===== config.mk =====
export PLATFORM = sky130hd
export DESIGN_NAME = alu_multiply_sequencer_flat
export DESIGN_NICKNAME = d
export VERILOG_FILES = /design/src/rtl/alu_multiply_sequencer_if.sv /design/src/rtl/alu_multiply_sequencer.sv /design/src/flat_wrapper.sv
export SDC_FILE = /design/constraint.sdc
export NUM_CORES = 1
export LEC_CHECK = 0
export ABC_AREA = 1
export CAP_MARGIN = 10
export CORE_MARGIN = 3
export CORE_UTILIZATION = 35
export DETAILED_ROUTE_END_ITERATION = 10
export HOLD_SLACK_MARGIN = 0.03
export PLACE_DENSITY = 0.66
export SLEW_MARGIN = 25
export SYNTH_ARGS = -nofsm -noshare
export SYNTH_HDL_FRONTEND = slang
export SYNTH_SLANG_ARGS = --single-unit

===== constraint.sdc =====
create_clock -name clk_i -period 4.28 [get_ports clk_i]
set_input_delay 0.856 -clock clk_i [delete_from_list [all_inputs] [get_ports clk_i]]
set_output_delay 0.856 -clock clk_i [all_outputs]
set_load 0.01 [all_outputs]

===== src/rtl/alu_multiply_sequencer_if.sv =====
// Port bundle of the multiply sequencer: host command/result, host ALU request and ALU port.
// The slave side is the sequencer; the master side is the CPU control unit plus the ALU.
interface alu_multiply_sequencer_if #(
  parameter int MUL_BITS = 16
);
  logic                start_i;
  logic [31:0]         op_a_i;
  logic [MUL_BITS-1:0] op_b_i;
  logic                busy_o;
  logic                done_o;
  logic [31:0]         product_o;
  logic                overflow_o;

  logic [31:0]         host_a_i;
  logic [31:0]         host_b_i;
  logic [4:0]          host_funsel_i;
  logic                host_wf_i;

  logic [31:0]         alu_a_o;
  logic [31:0]         alu_b_o;
  logic [4:0]          alu_funsel_o;
  logic                alu_wf_o;
  logic [31:0]         alu_out_i;

  modport slave (
    input  start_i, op_a_i, op_b_i,
    input  host_a_i, host_b_i, host_funsel_i, host_wf_i,
    input  alu_out_i,
    output busy_o, done_o, product_o, overflow_o,
    output alu_a_o, alu_b_o, alu_funsel_o, alu_wf_o
  );

  modport master (
    output start_i, op_a_i, op_b_i,
    output host_a_i, host_b_i, host_funsel_i, host_wf_i,
    output alu_out_i,
    input  busy_o, done_o, product_o, overflow_o,
    input  alu_a_o, alu_b_o, alu_funsel_o, alu_wf_o
  );
endinterface


===== src/rtl/alu_multiply_sequencer.sv =====
// Shift-and-add 32-bit unsigned multiplier that borrows the shared ALU for its additions.
// Outside the STEP phase the host's ALU request is passed straight through.
module alu_multiply_sequencer #(
  parameter int         MUL_BITS   = 16,
  parameter logic [4:0] FUNSEL_ADD = 5'b10100
) (
  input  logic                          clk_i,
  input  logic                          rst_ni,
  alu_multiply_sequencer_if.slave       bus
);
  localparam int CNT_W = (MUL_BITS > 1) ? $clog2(MUL_BITS) : 1;
  localparam logic [CNT_W-1:0] CNT_LAST = CNT_W'(MUL_BITS - 1);

  typedef enum logic [1:0] {
    S_IDLE,
    S_STEP,
    S_DONE
  } state_t;

  state_t              state_q, state_d;
  logic [31:0]         m_q, m_d;
  logic [MUL_BITS-1:0] q_q, q_d;
  logic [31:0]         p_q, p_d;
  logic [CNT_W-1:0]    cnt_q, cnt_d;
  logic                lost_q, lost_d;
  logic                ovf_q, ovf_d;
  logic [31:0]         product_q, product_d;
  logic                overflow_q, overflow_d;

  always_ff @(posedge clk_i or negedge rst_ni) begin
    if (!rst_ni) begin
      state_q    <= S_IDLE;
      m_q        <= '0;
      q_q        <= '0;
      p_q        <= '0;
      cnt_q      <= '0;
      lost_q     <= 1'b0;
      ovf_q      <= 1'b0;
      product_q  <= '0;
      overflow_q <= 1'b0;
    end else begin
      state_q    <= state_d;
      m_q        <= m_d;
      q_q        <= q_d;
      p_q        <= p_d;
      cnt_q      <= cnt_d;
      lost_q     <= lost_d;
      ovf_q      <= ovf_d;
      product_q  <= product_d;
      overflow_q <= overflow_d;
    end
  end

  // Kept apart from the next-state logic so ALUOut (a function of these drives) never
  // appears to feed back into the process that produces them.
  always_comb begin
    bus.alu_a_o      = bus.host_a_i;
    bus.alu_b_o      = bus.host_b_i;
    bus.alu_funsel_o = bus.host_funsel_i;
    bus.alu_wf_o     = bus.host_wf_i;
    if (state_q == S_STEP) begin
      bus.alu_a_o      = p_q;
      bus.alu_b_o      = m_q;
      bus.alu_funsel_o = FUNSEL_ADD;
      bus.alu_wf_o     = 1'b0;
    end
  end

  always_comb begin
    state_d    = state_q;
    m_d        = m_q;
    q_d        = q_q;
    p_d        = p_q;
    cnt_d      = cnt_q;
    lost_d     = lost_q;
    ovf_d      = ovf_q;
    product_d  = product_q;
    overflow_d = overflow_q;
    case (state_q)
      S_IDLE: begin
        if (bus.start_i) begin
          m_d     = bus.op_a_i;
          q_d     = bus.op_b_i;
          p_d     = '0;
          cnt_d   = '0;
          lost_d  = 1'b0;
          ovf_d   = 1'b0;
          state_d = S_STEP;
        end
      end
      S_STEP: begin
        // An add with a truncated multiplicand or a wrapped sum means bits above 31 exist.
        if (q_q[0]) begin
          p_d = bus.alu_out_i;
          if ((bus.alu_out_i < p_q) || lost_q) begin
            ovf_d = 1'b1;
          end
        end
        m_d    = m_q << 1;
        lost_d = lost_q | m_q[31];
        q_d    = q_q >> 1;
        cnt_d  = cnt_q + CNT_W'(1);
        if (cnt_q == CNT_LAST) begin
          state_d    = S_DONE;
          product_d  = p_d;
          overflow_d = ovf_d;
        end
      end
      S_DONE: begin
        state_d = S_IDLE;
      end
      default: begin
        state_d = S_IDLE;
      end
    endcase
  end

  assign bus.busy_o     = (state_q == S_STEP);
  assign bus.done_o     = (state_q == S_DONE);
  assign bus.product_o  = product_q;
  assign bus.overflow_o = overflow_q;
endmodule


===== src/flat_wrapper.sv =====
// flat-port wrapper written by rule: the top's interface ports become plain ports
module alu_multiply_sequencer_flat 
#(
  parameter int         MUL_BITS   = 16,
  parameter logic [4:0] FUNSEL_ADD = 5'b10100
)
  (clk_i, rst_ni, bus_start_i, bus_op_a_i, bus_op_b_i, bus_host_a_i, bus_host_b_i, bus_host_funsel_i, bus_host_wf_i, bus_alu_out_i, bus_busy_o, bus_done_o, bus_product_o, bus_overflow_o, bus_alu_a_o, bus_alu_b_o, bus_alu_funsel_o, bus_alu_wf_o);
  alu_multiply_sequencer_if #(.MUL_BITS(MUL_BITS)) bus_i ();
  input  logic clk_i;
  input  logic rst_ni;
  input wire logic [$bits(bus_i.start_i)-1:0] bus_start_i;
  input wire logic [$bits(bus_i.op_a_i)-1:0] bus_op_a_i;
  input wire logic [$bits(bus_i.op_b_i)-1:0] bus_op_b_i;
  input wire logic [$bits(bus_i.host_a_i)-1:0] bus_host_a_i;
  input wire logic [$bits(bus_i.host_b_i)-1:0] bus_host_b_i;
  input wire logic [$bits(bus_i.host_funsel_i)-1:0] bus_host_funsel_i;
  input wire logic [$bits(bus_i.host_wf_i)-1:0] bus_host_wf_i;
  input wire logic [$bits(bus_i.alu_out_i)-1:0] bus_alu_out_i;
  output wire logic [$bits(bus_i.busy_o)-1:0] bus_busy_o;
  output wire logic [$bits(bus_i.done_o)-1:0] bus_done_o;
  output wire logic [$bits(bus_i.product_o)-1:0] bus_product_o;
  output wire logic [$bits(bus_i.overflow_o)-1:0] bus_overflow_o;
  output wire logic [$bits(bus_i.alu_a_o)-1:0] bus_alu_a_o;
  output wire logic [$bits(bus_i.alu_b_o)-1:0] bus_alu_b_o;
  output wire logic [$bits(bus_i.alu_funsel_o)-1:0] bus_alu_funsel_o;
  output wire logic [$bits(bus_i.alu_wf_o)-1:0] bus_alu_wf_o;
  assign bus_i.start_i = bus_start_i;
  assign bus_i.op_a_i = bus_op_a_i;
  assign bus_i.op_b_i = bus_op_b_i;
  assign bus_i.host_a_i = bus_host_a_i;
  assign bus_i.host_b_i = bus_host_b_i;
  assign bus_i.host_funsel_i = bus_host_funsel_i;
  assign bus_i.host_wf_i = bus_host_wf_i;
  assign bus_i.alu_out_i = bus_alu_out_i;
  assign bus_busy_o = bus_i.busy_o;
  assign bus_done_o = bus_i.done_o;
  assign bus_product_o = bus_i.product_o;
  assign bus_overflow_o = bus_i.overflow_o;
  assign bus_alu_a_o = bus_i.alu_a_o;
  assign bus_alu_b_o = bus_i.alu_b_o;
  assign bus_alu_funsel_o = bus_i.alu_funsel_o;
  assign bus_alu_wf_o = bus_i.alu_wf_o;
  alu_multiply_sequencer #(.MUL_BITS(MUL_BITS), .FUNSEL_ADD(FUNSEL_ADD)) u_core (.clk_i(clk_i), .rst_ni(rst_ni), .bus(bus_i));
endmodule

==> impl_metrics.toml <==
[outcome]
status = "completed"

[synth]
syn_area_mm2 = 0.006613
ys_warn_count = 0
synth_cell_types = 28
synth-compound-area-share = 0.1029
synthXorXnorAreaFrac = 0
synth_top_family_by_area = "simple AND/OR/NAND/NOR gates"
synth_top_cell_area_share = 0.4579
synth_fp_nets = 1070
ys_ff_latch = 121
synth-simple-area-share = 0.3020
synth_top_cells_by_area = "dfrtp_1, nand2_1, ha_1"
seq_area_frac_synth = 0.4579
synth_top_area_cell = "dfrtp_1"
syn_inst = 885
synthAdderAreaFrac = 0.06055
synthMuxAreaShare = 0.001514
syn_area_per_cell_um2 = 7.472

[cts]
htreeDepth = 4
numCtsBuffers = 17
hold_buffers = 0
clk_latency_ns = 0.41
cts_tree = "built"
clk_pin_slew_ns = 0.06
cts_buffer_depth = 2
cts_resized = 0
clock_sink_count = 121
clockRootBuffer = "clkbuf_16"
postCtsSetupBuffers = 0

[worst_setup_path]
end_kind = "output pin"
crit_path_max_fanout = 47
path_class = "register to output pin"
cp.arrival_ns = 2.61
worstPathRequired_ns = 3.42
startpoint_type = "register"

[place]
dp_worst_setup_slack_ns = 1.133
place_inst = 1332
place_hpwl_um = 13790
numPortBuffers = 257
gp_congestion = 0.8385
place_area_mm2 = 0.009266

[cells_and_area]
layout-drive-gt1-share = 0.04846
post-route-cell-area_mm2 = 0.009877
nets = 1307
final_util = 0.5406
fin_cells = 1365
syn2layout_area_growth_pct = 49.37

[drt]
drtIter0Drc = 238
drc = 0
wire_per_inst_um = 14.34
firstDrtPassIters = 5
vias = 6397
wl_um = 19570
postRouteAntennaNets = 0
via_per_inst = 4.686

[timing]
setup_ws_ns = 0.8186
period_share = 0.8087
rsz0062_at_grt = "false"
drv_slew = 0
final_hold_viol_count = 0
worst_slew_pin_slew_ns = 0.9032
tns_ns = 0
worst_clock_skew_ns = 0.007546
finalSetupViolCount = 0
slew-limit-headroom = 0.3964
period_minus_slack_ns = 3.461
max_freq_ghz = 0.2889

[floorplan]
fp-row-count = 49
io_pins = 258
dieArea_mm2 = 0.02058
die_h_um = 143.5
core_mm2 = 0.01827
initial_utilization = 0.3619
die_w_um = 143.5

[pwr]
ir_drop_mv = 0.3565
leakagePower_uw = 0.004660
power_density_mw_per_mm2 = 730.8

[global_route]
grt_start_max_net_pins = 81
grt_pass1_wl_um = 31730
antenna_found_initial = 1
grt_overflow = 0
grt_usage = 0.1937
grt_pass1_vias = 6326

[worst_hold_path]
hold_path_class = "input port to asynchronous set/reset pin"

[run]
cap_violations = 0
==> power breakdown <==
group	switching (uW)	internal, uW	total, uW
Sequential	324	1700	2020
Combinational	1970	1750	3730
Clock	526	942	1470
==> registers in the layout (all words and copies together) (netlist names) <==
| signal | count |
|---|---|
| u_core.ovf_q | 1 |
| u_core.lost_q | 1 |
| u_core.bus.overflow_o | 1 |
| u_core.q_q | 16 |
| u_core.m_q | 32 |
| u_core.cnt_q | 4 |
| u_core.state_q | 2 |
| u_core.bus.product_o | 32 |
| u_core.p_q | 32 |
==> cell families (layout without fill, tap and decap cells) <==
kind of cell / count (synthesis) / after routing
fa+ha+maj: 32 / 32
flops: 121 / 121
buf+inv: 102 / 352
simple gates: 502 / 502
mux: 1 / 1
compound gates: 127 / 127
other cells: 0 / 1
==> worst paths after layout <==
| check | slack (ns) | start | cells past startpoint | end |
|---|---|---|---|---|
| worst min-delay path | 0.47 | rst_ni | 1 | u_core.m_q[0]$_DFFE_PN0P_ |
| min in group clk_i | 0.47 | u_core.bus.product_o[17]$_DFFE_PN0P_ | 2 | u_core.bus.product_o[17]$_DFFE_PN0P_ |
| worst max register to register | 1.24 | u_core.state_q[1]$_DFFE_PN0P_ | 7 | u_core.bus.product_o[7]$_DFFE_PN0P_ |
| worst max-delay path | 0.82 | u_core.state_q[1]$_DFFE_PN0P_ | 5 | bus_alu_b_o[31] |
| worst min register to register | 0.47 | u_core.bus.product_o[17]$_DFFE_PN0P_ | 2 | u_core.bus.product_o[17]$_DFFE_PN0P_ |
| max in group asynchronous | 3.09 | rst_ni | 2 | u_core.p_q[14]$_DFFE_PN0P_ |
==> cells in the final DEF, fill, tap and decap left out, types with 14 or more instances in the layout <==
cell type,count
o21ai_0,59
dfrtp_1,120
a21oi_1,14
nor2_1,16
ha_1,32
inv_1,50
nand3_1,43
clkdlybuf4s50_1,256
clkbuf_16,17
nand2_1,433
o21ai_1,43
==> critical path, cell delays in order (launching register included) <==
cell and delay (ns):
dfrtp_1 0.44, nor2_8 0.13, clkinv_2 0.46, buf_4 0.43, o21ai_0 0.18, clkdlybuf4s50_1 0.55
==> routing by layer <==
layer	up-vias	track usage	share of wire
met3	27	0.05025	0.065
met1	2870	0.2372	0.44
li1	3291	-	-
met2	209	0.3323	0.48
met5	-	0	0
met4	0	0.06591	0.019
==> cells in the mapped netlist, drive strengths merged <==
| master | number |
|---|---|
| inv | 56 |
| a21oi | 14 |
| o31ai | 1 |
| a22o | 3 |
| nand4 | 2 |
| o21ai | 102 |
| buf | 36 |
| o22ai | 1 |
| or2 | 2 |
| mux2i | 1 |
| o211ai | 5 |
| clkbuf | 10 |
| nor3 | 2 |
| nand2 | 433 |
| nand3 | 44 |
| ha | 32 |
| dfrtp | 121 |
| a22oi | 1 |
| nor2 | 19 |
==> area by class of cell <==
| type | count | area (um^2) |
|---|---|---|
| Timing Repair Buffer | 264 | 2651 |
| Fill cell | 1742 | 8393 |
| Tap cell | 229 | 286.5 |
| Sequential cell | 121 | 3032 |
| Clock inverter | 12 | 148.9 |
| Inverter | 56 | 211.5 |
| Multi-Input combinational cell | 662 | 3088 |
| Clock buffer | 20 | 456.7 |
| Antenna cell | 1 | 2.502 |
==> stage by stage <==
step,total power (uW),hold WS [ns]
final,7218,0.4694
after global routing,7878,0.4924
after CTS,7331,0.4720
after detailed placement,5819,0.4577
after global placement,5766,0.4537
after floorplan,4096,0.4458
(Power assumes the default switching activity.)
